==> src/rtl/trade_order_unit_pkg.sv <==
// Shared types and constants for the trade order unit (package trade_pkg).
package trade_pkg;
  typedef enum logic [1:0] {TLU_IDLE, TLU_SEND, TLU_COOLDOWN} tlu_state_t;

  localparam logic SIDE_BUY  = 1'b0;
  localparam logic SIDE_SELL = 1'b1;
endpackage

==> src/rtl/trade_order_unit_if.sv <==
// Order port: valid/ready handshake carrying side, quantity and limit price.
// The order producer (trade_order_unit) uses master; the downstream consumer uses slave.
interface trade_order_unit_if #(
  parameter int DATA_WIDTH = 16,
  parameter int POS_WIDTH  = 8
);
  logic                  order_valid;
  logic                  order_ready;
  logic                  order_side;
  logic [POS_WIDTH-1:0]  order_qty;
  logic [DATA_WIDTH-1:0] order_price;

  modport master (
    output order_valid, order_side, order_qty, order_price,
    input  order_ready
  );

  modport slave (
    input  order_valid, order_side, order_qty, order_price,
    output order_ready
  );
endinterface

==> src/rtl/trade_order_unit_cooldown.sv <==
// Post-fill cooldown timer: load on fill, count down while enabled, done at zero.
module tlu_cooldown_timer #(
  parameter int CYC = 4
) (
  input  logic clk,
  input  logic rst,
  input  logic load,
  input  logic en,
  output logic done
);
  localparam int CW = (CYC > 1) ? $clog2(CYC) : 1;
  localparam logic [CW-1:0] LOAD_VAL = (CYC > 0) ? CW'(CYC - 1) : '0;

  logic [CW-1:0] cnt;

  // Load CYC-1 so that exactly CYC cooldown cycles elapse before done is seen.
  always_ff @(posedge clk) begin
    if (rst)                  cnt <= '0;
    else if (load)            cnt <= LOAD_VAL;
    else if (en && cnt != '0) cnt <= cnt - 1'b1;
  end

  assign done = (cnt == '0);
endmodule

==> src/rtl/trade_order_unit.sv <==
// Trade logic unit: turns strategy buy/sell pulses into one outstanding order,
// enforcing a position limit and a post-fill cooldown, and tracking net position.
// Optional build macro: TLU_STOP_LOSS_EN adds entry-price tracking and a
// forced flatten order when price moves adversely by more than STOP_LOSS.
module trade_order_unit
  import trade_pkg::*;
#(
  parameter int DATA_WIDTH   = 16,
  parameter int POS_WIDTH    = 8,
  parameter int LOT          = 1,
  parameter int MAX_POS      = 4,
  parameter int COOLDOWN_CYC = 4,
  parameter int STOP_LOSS    = 10
) (
  input  logic                        clk,
  input  logic                        rst,
  input  logic                        data_valid_mean,
  input  logic                        buy_signal,
  input  logic                        sell_signal,
  input  logic [DATA_WIDTH-1:0]       price,
  trade_order_unit_if.master          ord,
  output logic signed [POS_WIDTH-1:0] position,
  output logic                        busy,
  output logic [7:0]                  drop_cnt
);
  // Parameter sanity: the limit must leave headroom in the signed position.
  if (MAX_POS > (2 ** (POS_WIDTH - 1)) - 1 || STOP_LOSS < 0) begin : g_bad_param
    $error("trade_order_unit: bad MAX_POS/STOP_LOSS");
  end

  localparam logic signed [POS_WIDTH:0] P_MAX = (POS_WIDTH + 1)'(MAX_POS);
  localparam logic signed [POS_WIDTH:0] P_LOT = (POS_WIDTH + 1)'(LOT);

  tlu_state_t state, state_nx;

  logic                        side_q;
  logic [POS_WIDTH-1:0]        qty_q;
  logic [DATA_WIDTH-1:0]       price_q;
  logic signed [POS_WIDTH-1:0] pos_q, pos_next;
  logic [7:0]                  drop_q;
  logic signed [POS_WIDTH:0]   pos_w;
  logic buy_ok, sell_ok, sig_one, sig_accept, accept, drop, fill, flatten, cd_done;

  logic                        flat_side;
  logic [POS_WIDTH-1:0]        flat_qty;

  // Limit checks are one bit wider than the position so they cannot wrap.
  assign pos_w      = {pos_q[POS_WIDTH-1], pos_q};
  assign buy_ok     = (pos_w + P_LOT) <= P_MAX;
  assign sell_ok    = (pos_w - P_LOT) >= -P_MAX;
  assign sig_one    = data_valid_mean & (buy_signal ^ sell_signal);
  assign sig_accept = (state == TLU_IDLE) & ~flatten & sig_one & (buy_signal ? buy_ok : sell_ok);
  assign accept     = sig_accept | flatten;
  assign drop       = sig_one & ~sig_accept;
  assign fill       = (state == TLU_SEND) & ord.order_ready;
  assign pos_next   = (side_q == SIDE_SELL) ? pos_q - $signed(qty_q) : pos_q + $signed(qty_q);

`ifdef TLU_STOP_LOSS_EN
  logic [DATA_WIDTH-1:0] entry_price;
  logic [DATA_WIDTH:0]   px_w, entry_w, sl_w;
  logic                  is_long, is_short;

  function automatic logic [POS_WIDTH-1:0] abs_p(input logic signed [POS_WIDTH-1:0] v);
    return v[POS_WIDTH-1] ? POS_WIDTH'(-v) : POS_WIDTH'(v);
  endfunction

  assign px_w      = {1'b0, price};
  assign entry_w   = {1'b0, entry_price};
  assign sl_w      = (DATA_WIDTH + 1)'(STOP_LOSS);
  assign is_short  = pos_q[POS_WIDTH-1];
  assign is_long   = ~is_short & (pos_q != '0);
  assign flatten   = (state == TLU_IDLE) & data_valid_mean &
                     ((is_long & (px_w + sl_w < entry_w)) | (is_short & (px_w > entry_w + sl_w)));
  assign flat_side = is_short ? SIDE_BUY : SIDE_SELL;
  assign flat_qty  = abs_p(pos_q);

  // Entry price follows fills that grow the exposure and clears when flat.
  always_ff @(posedge clk) begin
    if (rst)                                   entry_price <= '0;
    else if (fill && pos_next == '0)           entry_price <= '0;
    else if (fill && abs_p(pos_next) > abs_p(pos_q)) entry_price <= price_q;
  end
`else
  assign flatten   = 1'b0;
  assign flat_side = SIDE_BUY;
  assign flat_qty  = '0;
`endif

  tlu_cooldown_timer #(.CYC(COOLDOWN_CYC)) u_cooldown (
    .clk  (clk),
    .rst  (rst),
    .load (fill),
    .en   (state == TLU_COOLDOWN),
    .done (cd_done)
  );

  // State register.
  always_ff @(posedge clk) begin
    if (rst) state <= TLU_IDLE;
    else     state <= state_nx;
  end

  // Next-state logic.
  always_comb begin
    state_nx = state;
    case (state)
      TLU_IDLE:     if (accept) state_nx = TLU_SEND;
      TLU_SEND:     if (fill)   state_nx = (COOLDOWN_CYC > 0) ? TLU_COOLDOWN : TLU_IDLE;
      TLU_COOLDOWN: if (cd_done) state_nx = TLU_IDLE;
      default:      state_nx = TLU_IDLE;
    endcase
  end

  // Output decode from state and held order fields.
  always_comb begin
    ord.order_valid = (state == TLU_SEND);
    ord.order_side  = side_q;
    ord.order_qty   = qty_q;
    ord.order_price = price_q;
    busy            = (state != TLU_IDLE);
    position        = pos_q;
    drop_cnt        = drop_q;
  end

  // Order fields latch on accept and stay put until the next accept.
  always_ff @(posedge clk) begin
    if (rst) begin
      side_q  <= SIDE_BUY;
      qty_q   <= '0;
      price_q <= '0;
    end else if (accept) begin
      side_q  <= flatten ? flat_side : (sell_signal ? SIDE_SELL : SIDE_BUY);
      qty_q   <= flatten ? flat_qty : POS_WIDTH'(LOT);
      price_q <= price;
    end
  end

  // Net position moves only on the handshake edge.
  always_ff @(posedge clk) begin
    if (rst)       pos_q <= '0;
    else if (fill) pos_q <= pos_next;
  end

  // Saturating count of single-sided signals that were not acted on.
  always_ff @(posedge clk) begin
    if (rst)                          drop_q <= '0;
    else if (drop && drop_q != 8'hFF) drop_q <= drop_q + 8'd1;
  end
endmodule
==> src/flat_wrapper.sv <==
// flat-port wrapper written by rule: the top's interface ports become plain ports
module trade_order_unit_flat import trade_pkg::*;
#(
  parameter int DATA_WIDTH   = 16,
  parameter int POS_WIDTH    = 8,
  parameter int LOT          = 1,
  parameter int MAX_POS      = 4,
  parameter int COOLDOWN_CYC = 4,
  parameter int STOP_LOSS    = 10
)
  (clk, rst, data_valid_mean, buy_signal, sell_signal, price, position, busy, drop_cnt, ord_order_valid, ord_order_side, ord_order_qty, ord_order_price, ord_order_ready);
  trade_order_unit_if #(.DATA_WIDTH(DATA_WIDTH), .POS_WIDTH(POS_WIDTH)) ord_i ();
  input  logic clk;
  input  logic rst;
  input  logic data_valid_mean;
  input  logic buy_signal;
  input  logic sell_signal;
  input  logic [DATA_WIDTH-1:0] price;
  output logic signed [POS_WIDTH-1:0] position;
  output logic busy;
  output logic [7:0] drop_cnt;
  output wire logic [$bits(ord_i.order_valid)-1:0] ord_order_valid;
  output wire logic [$bits(ord_i.order_side)-1:0] ord_order_side;
  output wire logic [$bits(ord_i.order_qty)-1:0] ord_order_qty;
  output wire logic [$bits(ord_i.order_price)-1:0] ord_order_price;
  input wire logic [$bits(ord_i.order_ready)-1:0] ord_order_ready;
  assign ord_order_valid = ord_i.order_valid;
  assign ord_order_side = ord_i.order_side;
  assign ord_order_qty = ord_i.order_qty;
  assign ord_order_price = ord_i.order_price;
  assign ord_i.order_ready = ord_order_ready;
  trade_order_unit #(.DATA_WIDTH(DATA_WIDTH), .POS_WIDTH(POS_WIDTH), .LOT(LOT), .MAX_POS(MAX_POS), .COOLDOWN_CYC(COOLDOWN_CYC), .STOP_LOSS(STOP_LOSS)) u_core (.clk(clk), .rst(rst), .data_valid_mean(data_valid_mean), .buy_signal(buy_signal), .sell_signal(sell_signal), .price(price), .ord(ord_i), .position(position), .busy(busy), .drop_cnt(drop_cnt));
endmodule
==> config.mk <==
export PLATFORM = sky130hd
export DESIGN_NAME = trade_order_unit_flat
export DESIGN_NICKNAME = d
export VERILOG_FILES = /design/src/rtl/trade_order_unit_pkg.sv /design/src/rtl/trade_order_unit_if.sv /design/src/rtl/trade_order_unit_cooldown.sv /design/src/rtl/trade_order_unit.sv /design/src/flat_wrapper.sv
export SDC_FILE = /design/constraint.sdc
export NUM_CORES = 1
export LEC_CHECK = 0
export CAP_MARGIN = 20
export CORE_MARGIN = 2
export CORE_UTILIZATION = 46
export DETAILED_ROUTE_END_ITERATION = 8
export PLACE_DENSITY = 0.85
export SYNTH_ARGS = -nofsm -noshare
export SYNTH_HDL_FRONTEND = slang
export SYNTH_SLANG_ARGS = --single-unit
==> constraint.sdc <==
create_clock -name clk -period 2.4 [get_ports clk]
set_input_delay 0.48 -clock clk [delete_from_list [all_inputs] [get_ports clk]]
set_output_delay 0.48 -clock clk [all_outputs]
set_load 0.01 [all_outputs]
== Word level (Yosys, flattened, before mapping) ==
Index checks and enable logic that the tools add are counted.
W data, S select, Z words.

* Flip-flop bits (word level): 38
* Bits of input ports: 22
* Output and inout port bits: 43
* Word-level logic and storage cells: 45

* Add/sub/neg operators: 6
* Order comparisons: 2
* Equal/unequal tests: 6
* Muxes and demuxes: 9
* Bitwise gates (word level): 7
* Reduce and logical (&&, ||, !) cells: 8

{| class="wikitable"
|+ Operators by type and width
! cell !! number
|-
| $mux W2 || 5
|-
| $add A8 B2 Y9 const B || 1
|-
| $ge A9 B3 Y1 const B || 1
|-
| $le A9 B4 Y1 const B || 1
|-
| $sub A8 B2 Y9 const B || 1
|-
| $add A8 B1 Y8 const B || 1
|-
| $add A8 B2 Y8 || 1
|-
| $mux W8 || 1
|-
| $ne A8 B8 Y1 const B || 1
|-
| $sub A8 B2 Y8 || 1
|-
| $ne A2 B1 Y1 const B || 3
|-
| $pmux W2 S3 || 1
|-
| $reduce_bool A2 Y1 || 3
|-
| $and A1 B1 Y1 || 5
|-
| $logic_not A2 Y1 || 2
|-
| $reduce_and A3 Y1 || 1
|-
| $eq A2 B1 Y1 const B || 1
|-
| $eq A2 B2 Y1 const B || 1
|-
| $logic_and A1 B1 Y1 || 2
|-
| $mux W1 || 2
|-
| $sub A2 B1 Y2 const B || 1
|-
| $not A1 Y1 || 1
|-
| $xor A1 B1 Y1 || 1
|}

== Logic depth before layout (Yosys ltp) ==
Gate-level depths: netlist of run 1.

* Depth in word-level cells: 7
* Gate-level depth with buffers: 8
* Gate-level depth less buffers: 8

== By module ==
Synthesis of run 1 repeated with hierarchy kept, for this count alone.

* Cells, all modules: 225
* Area, all modules: 1,991.9 sq um

{| class="wikitable"
|+ By module, submodules not included
! module !! times used !! cells an instance !! area each (sq um) !! sequential area each (sq um)
|-
| trade_order_unit || 1 || 213 || 1,876.8 || 720.7
|-
| tlu_cooldown_timer || 1 || 12 || 115.1 || 40.0
|}

== Least setup slack after synthesis of run 1 ==
Ideal clock, no wire load.

* Path kind: register to register
* Start: reg u_core.qty_q[0] (netlist: u_core.ord.order_qty[0])
* End: reg u_core.pos_q[7] (netlist: u_core.position[7])
* Setup time: 121 ps
* Arrival: 1,974 ps
* Required time: 2,279 ps
* Slack: 306 ps
* Stages on the path, launching flop included: 7
* Path buffers: 0
* Clock period less this slack: 2,094 ps
* Cell sequence: dfxtp_1 -> nand2b_1 -> ha_1 -> or3_1 -> o31ai_1 -> mux2i_1 -> mux2_2

* Cells in the longest elaborated chain, start to end: 2
* Elaborated cells between the ends (all ways): 3
* Classes of those cells: 2 x add/sub; 1 x mux

{| class="wikitable"
|+ RTL lines
! item !! line !! source
|-
| start: declaration || trade_order_unit.sv:37 || <nowiki>logic [POS_WIDTH-1:0] qty_q;</nowiki>
|-
| start signal: assignment || trade_order_unit.sv:133 || <nowiki>qty_q <= flatten ? flat_qty : POS_WIDTH'(LOT);</nowiki>
|-
| $add A8 B2 Y8 / $sub A8 B2 Y8 (equally long branches) || trade_order_unit.sv:56 || <nowiki>assign pos_next = (side_q == SIDE_SELL) ? pos_q - $signed(qty_q) : pos_q + $signed(qty_q);</nowiki>
|-
| $mux W8 * || trade_order_unit.sv:56 ||
|-
| end signal: assignment || trade_order_unit.sv:141 || <nowiki>else if (fill) pos_q <= pos_next;</nowiki>
|-
| end: declaration || trade_order_unit.sv:39 || <nowiki>logic signed [POS_WIDTH-1:0] pos_q, pos_next;</nowiki>
|}

Every way passes the cells marked *; elsewhere a longest branch is shown, timed or not.
A chain may end at the register's enable or synchronous reset.

== Final worst setup path of run 1 ==
Ends and elaborated chain as after synthesis.

==> qor.yml, run 1 <==
fin_cells: 367
gp_congestion: 0.7998
clk_path_buf_depth: 2
cts_hold_buf: 0
p_leak_nw: 1.026
synth-seq-cells: 38
cp.arrival_ns: 2.42
critical_path.max_fanout: 8
async_reset_ff_share_pct: 0
synth_largest_area_cell: "dfxtp_1"
outcome: "completed"
synth_flop_cell: "dfxtp_1"
root_buffer: "clkbuf_8"
post_cts_buffers: 0
insertion_delay_ns: 0.28
synth_area_leaders: "dfxtp_1, nand2_1, a21oi_1"
netlist_instances: 251
synth-warning-count: 0
r2r-start: "u_core.ord.order_qty[0]$_SDFFE_PP0P_"
crit_family: "simple AND/OR/NAND/NOR gates"
first_pass_iters: 4
viasPerCell: 5.272
drive_gt1_share_pct: 8.571
fin_crit_ns: 2.237
cpMaxStageDelayCell: "dfxtp_1"
synth_top_area_share_pct: 37.58
powerDensity_mw_per_mm2: 596.4
hold_path.class: "reg -> reg"
syn_avg_cell_area_um2: 8.066
synth_enable_flop_cells: 0
worstSetupPathType: "reg -> reg"
die_w_um: 70.34
io-pin-count: 65
netlist_area_mm2: 0.002024
drtAntennaViolNets: 0
max_stage_delay_ns: 0.39
grt_max_degree: 31
rr_worst_depth: 6
post-route-period-util_pct: 93.20
synthTopCellsByCount: "nand2_1, dfxtp_1, a21oi_1"
path_cells: "nand2b_1, ha_1, or3_1, o31ai_1, mux2i_1, mux2_2"
required_ns: 2.58
grt_pass1_vias: 1852
dp.cells: 359
cap_violations: 0
vias: 1935
coreArea_mm2: 0.004294
yosysSeqAreaShare_pct: 37.58
h-tree-depth: 2
start_kind: "flip-flop"
startpoint: "u_core.ord.order_qty[0]$_SDFFE_PP0P_"
grt-ovfl-total: 0
finalSetupViolCount: 0
antenna_found_initial: 0
cts_made_buffers: 5
cts.repair.resized: 0
diodes: 0
drc: 0
end_kind: "flip-flop"
hold_viol_final: 0
clk_pin_slew_ns: 0.08
hp-start: "u_core.ord.order_price[8]$_SDFFE_PP0P_"
grt_usage_pct: 19.74
whs_path_depth: 2
cts.sinks: 38
fin_setup_tns_ns: 0
die_area_mm2: 0.004948
slew_viol_final: 0
max_clock_freq_mhz: 447.1
grt_pass1_wl_mm: 8.010
cp.depth: 6
die_h_um: 70.34
clock_skew_ns: 0.006998
rsz0062_at_grt: "no"
yosysMostFrequentCell: "nand2_1"
routed_wl_mm: 4.660
dp_hpwl_mm: 3.472
yosysUniqueCellTypes: 46
area_growth_pct: 36.03
crit_buf_inv: 0
rows: 24
wl_per_cell_um: 12.70
fin_nets: 346
finalPower_mw: 1.642
port_buffers: 57
cts_tree: "yes"
drt_iter0_drc: 71
initial_core_util_pct: 47.14
vdd_drop_max_v: 0.0005445
state kept, by name, summed over array words and instances, names as in the netlist:
name and count:
u_core.u_cooldown.cnt 2, u_core.ord.order_side 1, u_core.state 2, u_core.drop_cnt 8, u_core.ord.order_qty 1, u_core.position 8
u_core.ord.order_price 16
stage by stage:
step	worst slack, ns	area (um^2)	util [%]	hold slack (ns)
2_1_floorplan	0.3058	2047	-	0.4613
3_3_place_gp	0.03862	2648	61.66	0.4403
3_5_place_dp	0.01877	2648	61.66	0.4463
4_1_cts	0.1476	2754	64.13	0.4567
5_1_grt	0.05785	2754	64.13	0.4730
6_report	0.1632	2754	64.13	0.4537
power by group:
group / switching (mW) / internal [mW]
logic: 0.207 / 0.210
registers: 0.0319 / 0.668
clock network: 0.215 / 0.311
final cells by class:
| cell class | instances | area (um^2) |
|---|---|---|
| Clock buffer | 7 | 76.32 |
| Clock inverter | 1 | 30.03 |
| Fill cell | 379 | 1540 |
| Inverter | 10 | 37.54 |
| Multi-Input combinational cell | 191 | 1131 |
| Sequential cell | 38 | 760.7 |
| Tap cell | 52 | 65.06 |
| Timing Repair Buffer | 68 | 653.1 |
kinds of logic (layout without fill, tap and decap cells):
kind of cell,Yosys count,count (layout),synth area share (%)
other,1,7,0.1852
AO/OA/AOI/OAI,56,56,16.62
adder cells (fa/ha/maj),10,10,6.551
XOR/XNOR,1,1,0.4327
flip-flops,38,38,37.58
buffers and inverters,28,86,7.664
AND/OR/NAND/NOR,112,112,27.87
multiplexers,5,5,3.090
per-layer routing:
layer | global-route usage [%] | up-vias | wire length (um)
li1 | - | 980 | -
met1 | 23.88 | 895 | 2051
met2 | 35.01 | 56 | 2370
met3 | 4.762 | 4 | 215
met4 | 4.701 | 0 | 22
met5 | 0 | - | 0
path summary, 6_finish.rpt:
check / endpoint / slack [ns]
max: u_core.position[7]$_SDFFE_PP0P_ / 0.16
min: u_core.ord.order_price[8]$_SDFFE_PP0P_ / 0.45
max reg2reg: u_core.position[7]$_SDFFE_PP0P_ / 0.16
min reg2reg: u_core.ord.order_price[8]$_SDFFE_PP0P_ / 0.45
cells in the final DEF (no fill, tap or decap), types with 7 or more instances in the layout:
master / count
clkdlybuf4s50_1: 57
nand2_1: 46
dfxtp_1: 38
a21oi_1: 31
nor2_1: 17
buf_4: 11
nor2b_1: 10
inv_1: 10
ha_1: 9
o21ai_0: 7
conb_1: 7
worst reg2reg max path, stage by stage (launching register included):
cell      delay, ns
dfxtp_1        0.39
nand2b_1       0.22
ha_1           0.29
or3_1          0.38
o31ai_1        0.26
mux2i_1        0.25
mux2_2         0.35
Power figures use the tool's default switching activity.
==> run 2: changes to the inputs <==
Settings changed: CORE_UTILIZATION 46 to 50, PLACE_DENSITY 0.85 to 0.91, SLEW_MARGIN from default to 20.
Clock period 2.4 ns to 2.9 ns, I/O delays scaled along.
==> qor.yml, run 2 (synthesis gave the netlist of run 1 again) <==
max_clock_freq_mhz: 432.4  # -3.3%
die_area_mm2: 0.004574  # -7.6%
slew_viol_final: 0  # unchanged
rows: 23  # -4.2%
h-tree-depth: 2  # unchanged
crit_buf_inv: 0  # unchanged
finalSetupViolCount: 0  # unchanged
rsz0062_at_grt: "no"
layout.cells.most_common: "clkdlybuf4s50_1"
fin_setup_tns_ns: 0  # unchanged
diodes: 0  # unchanged
grt_max_degree: 28  # -9.7%
critical_path.max_fanout: 8  # unchanged
area_growth_pct: 34.73
drive_gt1_share_pct: 6.840  # -1.7 points
cts_hold_buf: 0  # unchanged
viasPerCell: 5.345  # +1.4%
path_cells: "nand2b_1, ha_1, or3_1, o31ai_1, mux2i_1, mux2_2"
port_buffers: 57  # unchanged
antenna_found_initial: 0  # unchanged
nFillCells: 325  # -14%
hold_viol_final: 0  # unchanged
start_kind: "flip-flop"
io-pin-count: 65  # unchanged
clk_pin_slew_ns: 0.08  # about the same
insertion_delay_ns: 0.30  # +0.02 ns
whs_ns: 0.4542  # +0.0004410 ns
vdd_drop_max_v: 0.0003942  # -28%
met2_wirelength_mm: 2.300  # -3.0%
cts_tree: "yes"
die_w_um: 67.63  # -3.9%
top_layer: "met4"
coreArea_mm2: 0.003943  # -8.2%
drt_iter0_drc: 97  # +37%
post_cts_buffers: 0  # unchanged
wl_per_cell_um: 13.01  # +2.4%
wl_met1_mm: 1.976  # -3.7%
tightest_slew_ns: 0.7856
wl_met3_um: 269  # +25%
hold_path.class: "reg -> reg"
cts.repair.resized: 0  # unchanged
p_leak_nw: 1.006  # -2.0%
grt_usage_pct: 21.16  # +1.4 points
cpMaxStageDelayCell: "or3_1"
fin_crit_ns: 2.313  # +0.07583 ns
end_kind: "flip-flop"
post-route-period-util_pct: 79.74  # -13 points
clk_path_buf_depth: 2  # unchanged
drc: 0  # unchanged
grt_pass1_vias: 1660  # -10%
cts_made_buffers: 5  # unchanged
routed_wl_mm: 4.644  # -0.34%
powerDensity_mw_per_mm2: 537.7  # -9.8%
grt_pass1_wl_mm: 7.348  # -8.3%
max_stage_delay_ns: 0.37  # -0.02 ns
dp_hpwl_mm: 3.288  # -5.3%
root_buffer: "clkbuf_8"
drtAntennaViolNets: 0  # unchanged
final_cell_mix: "clkdlybuf4s50_1, nand2_1, dfxtp_1, a21oi_1, nor2_1"
clock_skew_ns: 0.005113  # -0.001885 ns
die_h_um: 67.63  # -3.9%
grt-ovfl-total: 0  # unchanged
gp_congestion: 0.9084  # +14%
outcome: "completed"
first_pass_iters: 4  # unchanged
cp.arrival_ns: 2.50  # +0.08 ns
worstSetupPathType: "reg -> reg"
initial_core_util_pct: 51.35  # +4.2 points
cts.sinks: 38  # unchanged
cap_violations: 0  # unchanged
vias: 1908  # -1.4%
fin_nets: 338  # -2.3%
required_ns: 3.09  # +0.51 ns
crit_family: "simple AND/OR/NAND/NOR gates"
slew-limit-headroom_pct: 47.63
r2r_slack_ns: 0.59  # +0.42 ns
largest_register_ffs: 16  # unchanged
run 2: cell types whose count changed in the layout (fill, tap and decap cells not counted):
cell and change:
a21boi_1 -1, buf_4 -8, clkbuf_8 +1, bufinv_16 +1, clkbuf_1 -2, a21boi_0 +1
run 2: report_power, final:
part | leakage, nW | internal, mW | switching (mW)
Sequential | 0.309 | 0.552 | 0.0265
Clock | 0.0714 | 0.367 | 0.196
Combinational | 0.626 | 0.160 | 0.165
Total | 1.01 | 1.08 | 0.388
run 2: final cells by class:
| type | count | area [um^2] | area share (%) |
|---|---|---|---|
| inverters | 10 | 37.54 | 1.376 |
| flip-flops and latches | 38 | 760.7 | 27.89 |
| repair buffers | 60 | 593.1 | 21.74 |
| clock buffers | 6 | 82.58 | 3.028 |
| multi-input cells | 191 | 1131 | 41.47 |
| clock inverters | 2 | 60.06 | 2.202 |
| well taps | 50 | 62.56 | 2.294 |
run 2: tightest hold or removal path: cells and delay by family (launching register included):
family,cells,cell delay (ns)
simple gates,1,0.05
compound gates,1,0.05
flops,1,0.31
run 2: metrics by stage:
step	std cells	util, %	setup WS, ns	total power [mW]	instance area (um^2)
after detailed placement	349	65.57	0.3740	0.9136	2585
after global placement	349	65.57	0.4168	0.9029	2585
final	357	69.18	0.5874	1.467	2728
after floorplan	257	-	0.8058	0.8021	2047
after global routing	357	69.18	0.4202	1.533	2728
after CTS	357	69.18	0.6115	1.473	2728
run 2: path summary, 6_finish.rpt:
path                                          start                                endpoint  depth (start not counted)
max              u_core.ord.order_side$_SDFFE_PP0P_         u_core.position[7]$_SDFFE_PP0P_                          6
min          u_core.ord.order_price[3]$_SDFFE_PP0P_  u_core.ord.order_price[3]$_SDFFE_PP0P_                          2
max reg2reg      u_core.ord.order_side$_SDFFE_PP0P_         u_core.position[7]$_SDFFE_PP0P_                          6
min reg2reg  u_core.ord.order_price[3]$_SDFFE_PP0P_  u_core.ord.order_price[3]$_SDFFE_PP0P_                          2
run 2: routing by layer:
metal | vias up | global-route usage [%]
met4 | 0 | 10.46
met1 | 882 | 25.08
met5 | - | 0
li1 | 963 | -
met3 | 9 | 6.667
met2 | 54 | 34.31
==> run 3: changes to the inputs <==
Settings changed: CORE_UTILIZATION 50 to 42, PLACE_DENSITY 0.91 to 0.82.
Clock period 2.9 ns to 1.95 ns, I/O delays scaled along.
==> qor.yml, run 3 (synthesis gave the netlist of run 1 again) <==
grt_pass1_vias: 1898  # +14%
dp_hpwl_mm: 3.590  # +9.2%
r2r_slack_ns: -0.02  # -0.61 ns
place_area_mm2: 0.002824  # +9.2%
cts.sinks: 38  # unchanged
post_cts_buffers: 0  # unchanged
finalSetupViolCount: 1  # +1
path_cells: "nand2b_4, ha_1, nand3_1, a21oi_1, o31ai_2, mux2i_1, mux2_2"
hp-start: "u_core.ord.order_price[5]$_SDFFE_PP0P_"
initial_core_util_pct: 43.15  # -8.2 points
grt_usage_pct: 19.22  # -1.9 points
area_growth_pct: 45.86
drc: 0  # unchanged
coreArea_mm2: 0.004692  # +19%
first_pass_iters: 4  # unchanged
die_area_mm2: 0.005391  # +18%
hold_viol_final: 0  # unchanged
diodes: 0  # unchanged
final_cell_mix: "clkdlybuf4s50_1, nand2_1, dfxtp_1, a21oi_1, buf_4"
outcome: "finished, violations left"
cpMaxStageDelayCell: "ha_1"
grt_pass1_wl_mm: 8.038  # +9.4%
wl_per_cell_um: 12.80  # -1.6%
fin_nets: 365  # +8.0%
max_clock_freq_mhz: 507.9  # +17%
root_buffer: "clkbuf_8"
clk_pin_slew_ns: 0.07  # about the same
grt_max_degree: 43  # +54%
slew_viol_final: 0  # unchanged
routed_wl_mm: 4.941  # +6.4%
drive_gt1_share_pct: 17.17  # +10 points
insertion_delay_ns: 0.30  # about the same
required_ns: 2.14  # -0.95 ns
top_layer: "met4"
max_stage_delay_ns: 0.34  # -0.03 ns
layout.cells.most_common: "clkdlybuf4s50_1"
clk_path_buf_depth: 2  # unchanged
rr_worst_depth: 7  # +1
viasPerCell: 5.267  # -1.5%
r2r_end: "u_core.position[7]$_SDFFE_PP0P_"
hold_path.class: "reg -> reg"
cap_violations: 0  # unchanged
end_kind: "flip-flop"
largest_register_ffs: 16  # unchanged
clock_skew_ns: 0.006778  # +0.001665 ns
cts_made_buffers: 5  # unchanged
stdcell_area_mm2: 0.002953  # +8.3%
met2_wirelength_mm: 2.410  # +4.8%
io-pin-count: 65  # unchanged
vias: 2033  # +6.6%
drt_iter0_drc: 130  # +34%
wl_met3_um: 246  # -8.6%
antenna_found_initial: 0  # unchanged
drtAntennaViolNets: 0  # unchanged
port_buffers: 57  # unchanged
rsz0062_at_grt: "yes"
powerDensity_mw_per_mm2: 683.0  # +27%
p_leak_nw: 1.137  # +13%
hold_path_end: "u_core.ord.order_price[5]$_SDFFE_PP0P_"
r2r-start: "u_core.ord.order_side$_SDFFE_PP0P_"
violations: "negative setup slack"
grt-ovfl-total: 0  # unchanged
die_h_um: 73.43  # +8.6%
fin_setup_tns_ns: -0.01897  # -0.01897 ns
rows: 25  # +8.7%
critical_path.max_fanout: 8  # unchanged
worstSetupPathType: "reg -> reg"
cp.arrival_ns: 2.16  # -0.34 ns
whs_ns: 0.4532  # -0.0009310 ns
h-tree-depth: 2  # unchanged
cts_tree: "yes"
fin_crit_ns: 1.969  # -0.3436 ns
dp.cells: 379  # +8.6%
fin_cells: 386  # +8.1%
whs_path_depth: 2  # unchanged
post-route-period-util_pct: 101.0  # +21 points
die_w_um: 73.43  # +8.6%
gp_congestion: 0.8921  # -1.8%
wl_met1_mm: 2.176  # +10%
vdd_drop_max_v: 0.0004153  # +5.4%
start_kind: "flip-flop"
final.setup.worst_slack_ns: -0.01897  # -0.6064 ns
[run 3: cell count changes in the layout (fill, tap and decap cells not counted), moves of 2 or more]
cell / change
dfxtp_2: +2
dfxtp_1: -2
buf_12: +2
bufinv_16: -2
buf_4: +24
ha_1: -2
ha_2: +2
[run 3: power by group]
group	internal (mW)	switching (mW)	total, mW
clock network	0.273	0.274	0.546
logic	0.325	0.287	0.613
registers	0.823	0.0350	0.858
[run 3: per-stage QoR]
stage / setup WS, ns / util, % / total power [mW]
after floorplan: 0.002777 / - / 1.204
after global placement: -0.3109 / 60.19 / 1.448
after detailed placement: -0.3282 / 60.19 / 1.466
after CTS: -0.01589 / 62.24 / 2.018
after global routing: -0.1348 / 62.93 / 2.121
final: -0.01897 / 62.93 / 2.017
[run 3: critical path, delay by kind of cell (launching register included)]
kind / cells / cell delay (ns)
mux: 2 / 0.58
compound gates: 2 / 0.35
flops: 1 / 0.31
fa+ha+maj: 1 / 0.34
simple gates: 2 / 0.29
[run 3: worst max-delay path by stage]
stage                                                   from                              end  slack (ns)  cells past startpoint
final                     u_core.ord.order_side$_SDFFE_PP0P_  u_core.position[7]$_SDFFE_PP0P_       -0.02                      7
after global routing      u_core.ord.order_side$_SDFFE_PP0P_  u_core.position[7]$_SDFFE_PP0P_       -0.13                      7
after CTS                 u_core.ord.order_side$_SDFFE_PP0P_  u_core.position[7]$_SDFFE_PP0P_       -0.02                      6
after detailed placement                         sell_signal  u_core.drop_cnt[3]$_SDFFE_PP0P_       -0.33                      6
after global placement                           sell_signal  u_core.drop_cnt[3]$_SDFFE_PP0P_       -0.31                      6
after floorplan           u_core.ord.order_side$_SDFFE_PP0P_  u_core.position[7]$_SDFFE_PP0P_       0.003                      6
[run 3: final cells by class]
cell class / instances / area [um^2]
multi-input combinational: 192 / 1186
tap: 54 / 67.56
timing repair buffer: 86 / 815.8
inverter: 10 / 37.54
clock buffer: 6 / 82.58
fill: 407 / 1739
sequential: 38 / 763.2
[run 3: metal layers]
metal	up-vias	GRT usage [%]
met5	-	0
met4	0	9.091
met3	12	5.487
met2	62	32.13
met1	942	22.63
li1	1017	-
[run 3: timing repair]
item / 4_1_cts / 5_1_grt
hold buffers: 0 / 0
gates cloned: 0 / 1
resized for setup: 4 / 10
setup endpoints to repair: 4 / 19
pin swaps: 0 / 1
